==> config.mk <==
export PLATFORM = sky130hd
export DESIGN_NAME = ahb_slave_pipe
export DESIGN_NICKNAME = d
export VERILOG_FILES = /design/src/rtl/ahb_slv_pkg.sv /design/src/rtl/ahb_addr_decode.sv /design/src/rtl/ahb_slave_pipe.sv
export SDC_FILE = /design/constraint.sdc
export NUM_CORES = 1
export LEC_CHECK = 0
export CORE_MARGIN = 2
export CORE_UTILIZATION = 48
export CTS_CLUSTER_SIZE = 20
export DETAILED_ROUTE_END_ITERATION = 10
export PLACE_DENSITY_LB_ADDON = 0.12
export SYNTH_ARGS = -nofsm -noshare
export SYNTH_HDL_FRONTEND = slang
export SYNTH_SLANG_ARGS = --single-unit
export TNS_END_PERCENT = 10
==> constraint.sdc <==
create_clock -name hclk -period 1.9 [get_ports hclk]
set_input_delay 0.475 -clock hclk [delete_from_list [all_inputs] [get_ports hclk]]
set_output_delay 0.475 -clock hclk [all_outputs]
set_load 0.05 [all_outputs]
==> src/rtl/ahb_slv_pkg.sv <==
// Shared encodings for the AHB slave pipeline: HTRANS/HRESP codes and the
// error-response state type.
package ahb_slv_pkg;

  typedef enum logic [1:0] {
    HTRANS_IDLE   = 2'b00,
    HTRANS_BUSY   = 2'b01,
    HTRANS_NONSEQ = 2'b10,
    HTRANS_SEQ    = 2'b11
  } htrans_e;

  typedef enum logic [1:0] {
    HRESP_OKAY  = 2'b00,
    HRESP_ERROR = 2'b01
  } hresp_e;

  typedef enum logic [1:0] {
    ST_IDLE = 2'b00,
    ST_ERR1 = 2'b01,
    ST_ERR2 = 2'b10
  } err_st_e;

  // NONSEQ and SEQ both carry a real transfer; IDLE and BUSY do not.
  function automatic logic trans_active(input logic [1:0] t);
    return t[1];
  endfunction

endpackage

==> src/rtl/ahb_addr_decode.sv <==
// Region decoder: flags in-range active transfers and one-hot selects the
// REGION_SIZE-aligned slot counted from BASE_ADDR.
module ahb_addr_decode
  import ahb_slv_pkg::*;
#(
  parameter int              ADDR_W      = 32,
  parameter int              NUM_SEL     = 3,
  parameter logic [ADDR_W-1:0] BASE_ADDR   = 32'h8000_0000,
  parameter logic [ADDR_W-1:0] REGION_SIZE = 32'h0400_0000
) (
  input  logic               hready_in,
  input  logic [1:0]         htrans,
  input  logic [ADDR_W-1:0]  haddr,
  output logic               valid,
  output logic [NUM_SEL-1:0] temp_sel
);

  localparam int SH = $clog2(REGION_SIZE);
  // One extra bit keeps the upper bound from wrapping at the top of the map.
  localparam logic [ADDR_W:0] LO = {1'b0, BASE_ADDR};
  localparam logic [ADDR_W:0] HI = LO + (ADDR_W+1)'(NUM_SEL) * {1'b0, REGION_SIZE};

  logic [ADDR_W:0]   addr_x;
  logic              in_range;
  logic [ADDR_W-1:0] offset;
  logic [ADDR_W-1:0] region;

  always_comb begin
    addr_x   = {1'b0, haddr};
    in_range = (addr_x >= LO) && (addr_x < HI);
    valid    = hready_in & trans_active(htrans) & in_range;
    offset   = haddr - BASE_ADDR;
    region   = offset >> SH;
    temp_sel = '0;
    for (int k = 0; k < NUM_SEL; k++) begin
      if (valid && (region == ADDR_W'(k))) temp_sel[k] = 1'b1;
    end
  end

endmodule

==> src/rtl/ahb_slave_pipe.sv <==
// AHB slave front end: address decode, hready-gated address/data pipeline and
// optional two-cycle ERROR response (enabled by AHB_SLV_ERR_RESP_EN).
module ahb_slave_pipe
  import ahb_slv_pkg::*;
#(
  parameter int                ADDR_W      = 32,
  parameter int                DATA_W      = 32,
  parameter int                NUM_SEL     = 3,
  parameter logic [ADDR_W-1:0] BASE_ADDR   = 32'h8000_0000,
  parameter logic [ADDR_W-1:0] REGION_SIZE = 32'h0400_0000,
  parameter int                PIPE_DEPTH  = 2
) (
  input  logic               hclk,
  input  logic               hresetn,
  input  logic               hwrite,
  input  logic               hready_in,
  input  logic [1:0]         htrans,
  input  logic [ADDR_W-1:0]  haddr,
  input  logic [DATA_W-1:0]  hwdata,
  input  logic               bridge_busy,
  output logic               hready_out,
  output logic [1:0]         hresp,
  output logic               valid,
  output logic [NUM_SEL-1:0] temp_sel,
  output logic [ADDR_W-1:0]  haddr_q,
  output logic [DATA_W-1:0]  hwdata_q,
  output logic               hwrite_q,
  output logic               valid_q
);

  // Write data trails its address phase by one beat, so it needs one stage less.
  localparam int DD = PIPE_DEPTH - 1;

  ahb_addr_decode #(
    .ADDR_W      (ADDR_W),
    .NUM_SEL     (NUM_SEL),
    .BASE_ADDR   (BASE_ADDR),
    .REGION_SIZE (REGION_SIZE)
  ) u_dec (
    .hready_in (hready_in),
    .htrans    (htrans),
    .haddr     (haddr),
    .valid     (valid),
    .temp_sel  (temp_sel)
  );

  logic [PIPE_DEPTH-1:0][ADDR_W-1:0] addr_d, addr_q;
  logic [PIPE_DEPTH-1:0]             wr_d, wr_q;
  logic [PIPE_DEPTH-1:0]             vld_d, vld_q;
  logic [DD-1:0][DATA_W-1:0]         data_d, data_q;

  always_comb begin
    addr_d = addr_q;
    wr_d   = wr_q;
    vld_d  = vld_q;
    data_d = data_q;
    if (hready_in) begin
      for (int i = PIPE_DEPTH-1; i > 0; i--) begin
        addr_d[i] = addr_q[i-1];
        wr_d[i]   = wr_q[i-1];
        vld_d[i]  = vld_q[i-1];
      end
      for (int i = DD-1; i > 0; i--) data_d[i] = data_q[i-1];
      addr_d[0] = haddr;
      wr_d[0]   = hwrite;
      vld_d[0]  = valid;
      data_d[0] = hwdata;
    end
  end

  always_ff @(posedge hclk) begin
    if (hresetn) begin
      addr_q <= '0;
      wr_q   <= '0;
      vld_q  <= '0;
      data_q <= '0;
    end else begin
      addr_q <= addr_d;
      wr_q   <= wr_d;
      vld_q  <= vld_d;
      data_q <= data_d;
    end
  end

  assign haddr_q  = addr_q[PIPE_DEPTH-1];
  assign hwrite_q = wr_q[PIPE_DEPTH-1];
  assign valid_q  = vld_q[PIPE_DEPTH-1];
  assign hwdata_q = data_q[DD-1];

`ifdef AHB_SLV_ERR_RESP_EN
  err_st_e state_d, state_q;
  logic    err;

  // valid already folds in hready_in and htrans, so an active miss is its complement.
  assign err = hready_in & trans_active(htrans) & ~valid;

  always_comb begin
    state_d = state_q;
    case (state_q)
      ST_IDLE: if (err) state_d = ST_ERR1;
      ST_ERR1: state_d = ST_ERR2;
      ST_ERR2: state_d = ST_IDLE;
      default: state_d = ST_IDLE;
    endcase
  end

  always_ff @(posedge hclk) begin
    if (hresetn) state_q <= ST_IDLE;
    else         state_q <= state_d;
  end

  assign hready_out = (state_q == ST_IDLE) ? ~bridge_busy : (state_q == ST_ERR2);
  assign hresp      = (state_q == ST_IDLE) ? HRESP_OKAY : HRESP_ERROR;
`else
  assign hready_out = ~bridge_busy;
  assign hresp      = HRESP_OKAY;
`endif

endmodule

# [Yosys cells after proc, flatten, opt, wreduce, memory -nomap -nowiden]
# Index checks and enable logic that the tools add are counted.
[totals] ff_bits=100 inputBits=71 out_inout_bits=73 word_cells=21
[op_classes] addsub=1 order_cmp=2 n_eq_ne=2 n_mux=3 bitwise=3 reduce_logical=5
[ops] operator="$ge 32x32->1 const B" count=1
[ops] operator="$logic_not 32->1" count=1
[ops] operator="$lt 32x32->1 const B" count=1
[ops] operator="$sub 32x32->32 const B" count=1
[ops] operator="$eq 6x1->1 const B" count=1
[ops] operator="$eq 6x2->1 const B" count=1
[ops] operator="$logic_and 1x1->1" count=4
[ops] operator="$mux 1" count=3
[ops] operator="$and 1x1->1" count=2
[ops] operator="$not 1->1" count=1

# [Depth between registers and ports, before layout]
# Gate-level depths: netlist (run 1).
[logic_depth] depth_word=5 mapped_depth=5 ltp_nobuf=3

# [Modules after synthesis]
# Synthesis (run 1) repeated with hierarchy kept, for this count alone.
[hier_totals] hier_cells=366 hier_area_um2=3908.7
[by_module_without_submodules] module="ahb_slave_pipe" n_inst=1 cells_per_inst=358 area_per_inst_um2=3853.7 seq_area_each_um2=2001.9
[by_module_without_submodules] module="ahb_addr_decode" n_inst=1 cells_per_inst=8 area_per_inst_um2=55.1 seq_area_each_um2=0.0

# [Worst setup path after synthesis (run 1)]
# No wires, ideal clock.
[synth_timing] kind="input to output" from="input haddr[28]" to="output temp_sel[0]" arrival_ns=1.978 t_required_ns=1.425 slack_ns=-0.553 path_stages=3 n_path_buf=0 path_cell_list="nor4b_4 > nand3_2 > nor3_1"
[synth_between] elab_chain_len=5 elab_cells_between_ends=8 classes_between="add/sub: 1; order compare: 2; mux: 1; bitwise: 1; reduce/logical: 3"
[synth_lines] element="from (decl)" line_no="ahb_slave_pipe.sv:18" source="input logic [ADDR_W-1:0] haddr,"
[synth_lines] element="parallel branches: the longest is 3 deep, another holds $sub 32x32->32"
[synth_lines] element="$logic_and 1x1->1 (*)" line_no="ahb_addr_decode.sv:36" source="if (valid && (region == ADDR_W'(k))) temp_sel[k] = 1'b1;"
[synth_lines] element="$mux 1 (*)" line_no="ahb_addr_decode.sv:36"
[synth_lines] element="to (decl)" line_no="ahb_slave_pipe.sv:24" source="output logic [NUM_SEL-1:0] temp_sel,"
# Every way passes the cells marked *.

# [Worst setup path after layout (run 1)]
[layout_timing] from="input haddr[29]" to="output temp_sel[1]"
[layout_between] elab_chain_len=5 elab_cells_between_ends=8 classes_between="add/sub: 1; order compare: 2; eq/ne: 1; mux: 1; bitwise: 1; reduce/logical: 2"
[layout_lines] element="parallel branches: the longest is 3 deep, another holds $sub 32x32->32"
[layout_lines] element="$logic_and 1x1->1 (*)" line_no="ahb_addr_decode.sv:36"
[layout_lines] element="$mux 1 (*)" line_no="ahb_addr_decode.sv:36"
# Marked as above.

==> results_dict.tcl, run 1 <==
set metrics [dict create \
    yosys-top-cells-count "dfxtp_1, mux2i_1, nor2_1, buf_4, buf_8" \
    hold_class "input port to flop" \
    hpwl_um 5380 \
    postCtsHoldBufs 0 \
    rows 32 \
    grt_pass1_vias 2595 \
    gr-usage-all-layers_pct 17.1 \
    clkSlewWorstSetupHoldPaths_ps 90 \
    finalCriticalPeriod_ps 1960 \
    placed_area_um2 5000 \
    tns_ps -126 \
    cts_buffers 9 \
    arrival_ps 1480 \
    synth_area_um2 3930 \
    wirelength_um 7510 \
    pre_cts_ws_ps -473 \
    p_total_mw 4.67 \
    rsz0062_at_grt "yes" \
    finalCritPeriodShare_pct 103 \
    clkLatencyLatePin_ps 350 \
    yosys.area.top_type_share_pct 51.0 \
    yosysWarnings 0 \
    worst_pin_slew_ps 641 \
    start_util_pct 50.3 \
    coreArea_um2 7810 \
    die_h_um 94.4 \
    drt_iter0_markers 91 \
    drive_gt1_share_pct 23.1 \
    cp_slowest_cell "nor4b_4" \
    final_util_pct 67.5 \
    path_cells "buf_6 > nor4b_4 > nand3_4 > nor3b_4 > buf_12" \
    violations "setup timing" \
    ys_top_cells_by_area "dfxtp_1, mux2i_1, nor2_1" \
    max-cap-violations 0 \
    setup_viol 3 \
    antenna_found_initial 0 \
    path_max_fanout 3 \
    final_hold_viol_count 0 \
    final_nets 543 \
    die_x_um 94.4 \
    drcViolationCount 0 \
    synth_ff_type "dfxtp_1" \
    syn_avg_cell_area_um2 10.7 \
    ir_drop_v 0.000581 \
    ys_async_sr_fraction_pct 0 \
    grt_overflow_total 0 \
    required_ps 1420 \
    yosys.area.top_type "dfxtp_1" \
    ff2ff_path_depth 2 \
    status "finished, violations left" \
    max_freq_mhz 511 \
    cts-root-buf "clkbuf_8" \
    skew_ps 8.75 \
    crit_type "input port to output pin" \
    ys_seq_area_share_pct 51.0 \
    drv_slew 0 \
    cts_num_sinks 100 \
    grt_pass1_wl_um 12100 \
    ys_seq_elements 100 \
    syn_inst 367 \
    synth_cell_type_count 20 \
    vias 2705 \
    critPathLaunchType "input port" \
    htree_num_levels 3 \
    critPathMaxStageDelay_ps 340 \
    syn2layout_area_growth_pct 34.3 \
    cts_tree "yes" \
    antenna_cells 0 \
    wl_per_cell_um 13.0 \
    synth_edf_count 0 \
    numPortBuffers 140 \
    gp_congestion 0.626 \
    stdcell_area_um2 5270 \
    p_per_area_nw_per_um2 886 \
    dr.pass1.iters 4 \
    layout_setup_ws_ps -58.7 \
    p_leak_nw 2.49 \
    max_slew_margin_pct 57.3 \
    grt_max_degree 41 \
    endpoint_kind "output pin" \
    synth_most_common_cell "dfxtp_1" \
    die_area_um2 8920 \
    avgViaCountPerCell 4.67 \
    io_pins 144 \
    hold_depth 3 \
    cts_max_path_buffers 2 \
    final_antenna_net_count 0 \
]
==> critical path: cells and delay by family <==
family	cells	cell delay [ps]
buffers and inverters	2	270
AND/OR/NAND/NOR	3	740
==> final cells by class <==
cell class	count	area, µm²
clock inverter	5	108
timing repair buffer	150	1370
clock buffer	11	151
tap	102	128
multi-input combinational	209	1500
sequential	100	2000
fill	616	2540
inverter	2	7.51
==> routing by layer <==
metal  global-route usage (%)  vias to the layer above  share of wire, %
li1                         -                     1383                 -
met1                     21.0                     1231                43
met2                     29.0                       82                47
met3                     3.91                        9               7.9
met4                     7.25                        0               1.4
met5                        0                        -                 0
==> logic make-up after synthesis <==
kind of cell,Yosys count,synth area share (%)
AOI/OAI and AO/OA,1,0.127
muxes,99,25.2
and+or+nand+nor,107,11.7
buffers and inverters,59,11.9
DFF,100,51.0
other,1,0.0955
==> worst paths after layout <==
| check | end | slack [ps] | start |
|---|---|---|---|
| worst max-delay path | temp_sel[1] | -60 | haddr[29] |
| worst min-delay path | addr_q[29] | 380 | haddr[29] |
| worst max register to register | haddr_q[20] | 1240 | addr_q[20] |
| worst min register to register | vld_q[0] | 490 | vld_q[0] |
==> stage by stage <==
stage,instances,hold WS [ps]
2_1_floorplan,368,449
4_1_cts,579,360
3_3_place_gp,562,470
6_report,579,383
3_5_place_dp,562,479
5_1_grt,579,407
==> state kept, by name (all words and copies together) (netlist names) <==
register / count
vld_q: 2
haddr_q: 32
addr_q: 32
hwdata_q: 32
wr_q: 2
==> layout by cell type, fill, tap and decap left out <==
cell type	synthesis	layout
inv_1	2	1
clkbuf_8	0	11
dfxtp_1	100	100
nand4_4	0	1
nand2_1	1	1
nand2b_1	1	1
buf_12	1	7
nor3_4	0	1
nor2_1	99	99
nor4b_4	1	1
nor3b_4	0	2
mux2i_1	99	99
nand3_4	0	1
clkdlybuf4s50_1	0	60
a21oi_1	1	1
buf_4	36	75
conb_1	1	2
clkinv_4	0	2
bufinv_16	0	3
buf_6	0	3
buf_2	1	2
dlygate4sd2_1	0	3
inv_2	0	1
==> power breakdown <==
group          switching, mW  leakage, nW  total, mW  internal [mW]
clock                  0.688        0.130       1.64          0.951
combinational          0.442         1.54      0.779          0.337
sequential            0.0515        0.821       2.25           2.20
==> what timing repair did <==
action | CTS | global route
pin swaps | 5 | 3
resized for setup | 25 | 0
endpoints found under the setup margin | 4 | 4
buffers inserted | 1 | 0
Note: power is estimated with default switching activity, not from simulation.
==> inputs of run 2 (changes only) <==
CORE_MARGIN = 3   (was 2)
==> results_dict.tcl, run 2 (synthesis results as in run 1) <==
set metrics [dict create \
    status "finished, violations left" \
    violations "setup timing" \
    cts_max_path_buffers 2 \
    p_per_area_nw_per_um2 874 \
    placed_area_um2 5000 \
    final_cell_mix "dfxtp_1, mux2i_1, nor2_1" \
    wirelength_um 7480 \
    hold-worst-slack_ps 393 \
    vias 2671 \
    p_total_mw 4.59 \
    clkSlewWorstSetupHoldPaths_ps 80 \
    drive_gt1_share_pct 22.7 \
    max_slew_margin_pct 55.1 \
    reg2reg_setup_slack_ps 1260 \
    cts_tree "yes" \
    avgViaCountPerCell 4.63 \
    rsz0062_at_grt "yes" \
    die_area_um2 9300 \
    cts_buffers 9 \
    max-cap-violations 0 \
    crit_type "input port to output pin" \
    rows 32 \
    stdcell_area_um2 5250 \
    hold_class "input port to flop" \
    endpoint_kind "output pin" \
    antenna_found_initial 0 \
    htree_num_levels 3 \
    drv_slew 0 \
    final_antenna_net_count 0 \
    final_util_pct 66.9 \
    coreArea_um2 7850 \
    required_ps 1420 \
    antenna_cells 0 \
    syn2layout_area_growth_pct 33.7 \
    drcViolationCount 0 \
    drt_iter0_markers 90 \
    p_leak_nw 2.48 \
    dr.pass1.iters 4 \
    wl_per_cell_um 13.0 \
    ir_drop_v 0.000549 \
    arrival_ps 1500 \
    worst_pin_slew_ps 673 \
    tns_ps -136 \
    final_hold_viol_count 0 \
    setup_viol 3 \
    cts_num_sinks 100 \
    die_h_um 96.4 \
    gr-usage-all-layers_pct 15.5 \
    skew_ps 8.52 \
    gp_congestion 0.706 \
    cts-root-buf "clkbuf_8" \
    max_freq_mhz 508 \
    postCtsHoldBufs 0 \
    numPortBuffers 140 \
    path_max_fanout 3 \
    die_x_um 96.4 \
    grt_max_degree 101 \
    hpwl_um 5200 \
    critPathLaunchType "input port" \
    finalCritPeriodShare_pct 104 \
    clkLatencyLatePin_ps 340 \
    final_nets 543 \
    start_util_pct 50.0 \
    grt_pass1_vias 2459 \
    final_common_cell "dfxtp_1" \
    grt_pass1_wl_um 11300 \
    finalCriticalPeriod_ps 1970 \
    grt_overflow_total 0 \
    layout_setup_ws_ps -70.2 \
    io_pins 144 \
]
-- run 2: final timing paths --
check / end / start / depth (start not counted)
worst max-delay path: temp_sel[1] / haddr[29] / 5
worst min-delay path: addr_q[30] / haddr[30] / 3
worst max register to register: hwdata_q[20] / hwdata_q[20] / 2
worst min register to register: vld_q[0] / vld_q[0] / 2
-- run 2: cell type report --
class,instances,area [µm²]
clock buffers,10,138
clock inverters,4,98.8
fillers,634,2600
inverters,2,7.51
multi-input cells,209,1500
flip-flops and latches,100,2000
well taps,102,128
repair buffers,150,1370
-- run 2: power breakdown --
| group | total [mW] | switching [mW] | internal, mW |
|---|---|---|---|
| registers | 2.25 | 0.0514 | 2.20 |
| clock network | 1.56 | 0.657 | 0.899 |
| logic | 0.779 | 0.441 | 0.338 |
-- run 2: metal layers --
layer / routed length [µm] / GRT usage [%]
met5: 0 / 0
met4: 80 / 5.61
met3: 720 / 5.11
met2: 3520 / 25.9
met1: 3170 / 18.5
-- run 2: critical path, stage by stage --
cell     delay (ps)
buf_8           100
nor4b_4         340
nand3_4         160
nor3b_4         250
buf_12          170
-- run 2: repair_timing --
item                       in CTS  in global routing
gates resized for setup        22                  3
pin swaps                       4                  4
setup endpoints to repair       4                  4
setup buffers                   0                  0
hold endpoints to repair        0                  0
-- run 2: stage by stage --
step	std cells	worst slack [ps]
3_5_place_dp	563	-475
3_3_place_gp	563	-462
2_1_floorplan	368	-79.7
5_1_grt	577	-112
6_report	577	-70.2
4_1_cts	577	-95.1
==> inputs of run 3 (changes only) <==
CAP_MARGIN = 0   (was default)
SKIP_CTS_REPAIR_TIMING = 1   (was default)
==> results_dict.tcl, run 3 (synthesis results as in run 1) <==
set metrics [dict create \
    status "finished, violations left" \
    violations "setup timing" \
    final_hold_viol_count 0 \
    hold_depth 3 \
    top_usage_layer "met2" \
    worst_pin_slew_ps 672 \
    gr-usage-all-layers_pct 15.4 \
    io_pins 144 \
    arrival_ps 1540 \
    tns_ps -245 \
    final_nets 543 \
    final_cell_mix "dfxtp_1, mux2i_1, nor2_1" \
    die_area_um2 9300 \
    grt_pass1_vias 2474 \
    drv_slew 0 \
    final_antenna_net_count 0 \
    skew_ps 6.70 \
    clkSlewWorstSetupHoldPaths_ps 80 \
    antenna_found_initial 0 \
    die_x_um 96.4 \
    numPortBuffers 140 \
    gr-usage-met2_pct 26.0 \
    max-cap-violations 0 \
    antenna_cells 0 \
    cts_max_path_buffers 2 \
    drcViolationCount 0 \
    placed_area_um2 5000 \
    grt_overflow_total 0 \
    rows 32 \
    finalCriticalPeriod_ps 2020 \
    wirelength_um 7490 \
    crit_type "input port to output pin" \
    htree_num_levels 3 \
    max_slew_margin_pct 55.2 \
    sw_frac_of_total_pct 25.1 \
    cts_num_sinks 100 \
    grtUsageMet1_pct 18.2 \
    p_total_mw 4.59 \
    p_sw_mw 1.15 \
    seq_power_share_pct 49.0 \
    drt_iter0_markers 93 \
    vias 2675 \
    cts_tree "yes" \
    p_per_area_nw_per_um2 872 \
    layout_setup_ws_ps -118 \
    path_max_fanout 3 \
    stdcell_area_um2 5270 \
    ff2ff_path_depth 2 \
    finalCritPeriodShare_pct 106 \
    combinationalPowerShare_pct 17.0 \
    hold_class "input port to flop" \
    gp_congestion 0.706 \
    avgViaCountPerCell 4.64 \
    critPathLaunchType "input port" \
    die_h_um 96.4 \
    coreArea_um2 7850 \
    max_freq_mhz 496 \
    grt_pass1_wl_um 11200 \
    dr.pass1.iters 4 \
    rsz0062_at_grt "yes" \
    p_leak_nw 2.51 \
    use_met3_pct 5.11 \
    wl_per_cell_um 13.0 \
    cts_buffers 9 \
    endpoint_kind "output pin" \
    power_frac_clock_pct 33.9 \
    required_ps 1420 \
    ir_drop_v 0.000547 \
    drive_gt1_share_pct 22.5 \
    setup_viol 3 \
    start_util_pct 50.0 \
    hpwl_um 5200 \
    intPower_mw 3.44 \
    final_common_cell "dfxtp_1" \
    grt_max_degree 101 \
    clkLatencyLatePin_ps 340 \
    cts-root-buf "clkbuf_8" \
    syn2layout_area_growth_pct 34.2 \
]
run 3: cell types whose count changed in the layout (fill, tap and decap cells not counted):
cell and delta:
dlygate4sd2_1 -3, buf_2 -1, dlymetal6s2s_1 +4
run 3: metrics by stage:
step                      util (%)  cells  hold slack, ps  setup WS [ps]
after floorplan                  -    368             449          -79.7
after global placement        63.8    563             463           -462
after detailed placement      63.8    563             463           -475
after CTS                     66.8    577             477           -491
after global routing          67.1    577             392           -146
final                         67.1    577             386           -118
run 3: worst max-delay path, stage by stage:
cell     delay [ps]
buf_8           100
nor4b_4         350
nand3_4         180
nor3b_4         270
buf_12          170
run 3: cell type report:
cell class,instances,area [µm²]
clock inverters,4,98.8
repair buffers,150,1390
flip-flops and latches,100,2000
multi-input cells,209,1500
clock buffers,10,138
fillers,630,2580
well taps,102,128
inverters,2,7.51
run 3: routing by layer:
layer | routed length (µm) | vias to the layer above
met5 | 0 | -
met2 | 3490 | 89
met4 | 88 | 0
met3 | 734 | 8
li1 | - | 1370
met1 | 3180 | 1208
run 3: power by group through the flow:
stage,Sequential (mW),Combinational [mW],Clock (mW)
finish,2.25,0.782,1.56
global route,2.27,0.831,1.69
CTS,2.25,0.788,1.62
detailed placement,2.30,0.786,0
global placement,2.30,0.773,0
floorplan,2.43,0.401,0
run 3: worst paths after layout:
check / from / to / slack, ps
max reg2reg: hwdata_q[20] / hwdata_q[20] / 1260
min: haddr[30] / addr_q[30] / 390
min reg2reg: vld_q[0] / vld_q[0] / 480
max: haddr[30] / temp_sel[1] / -120
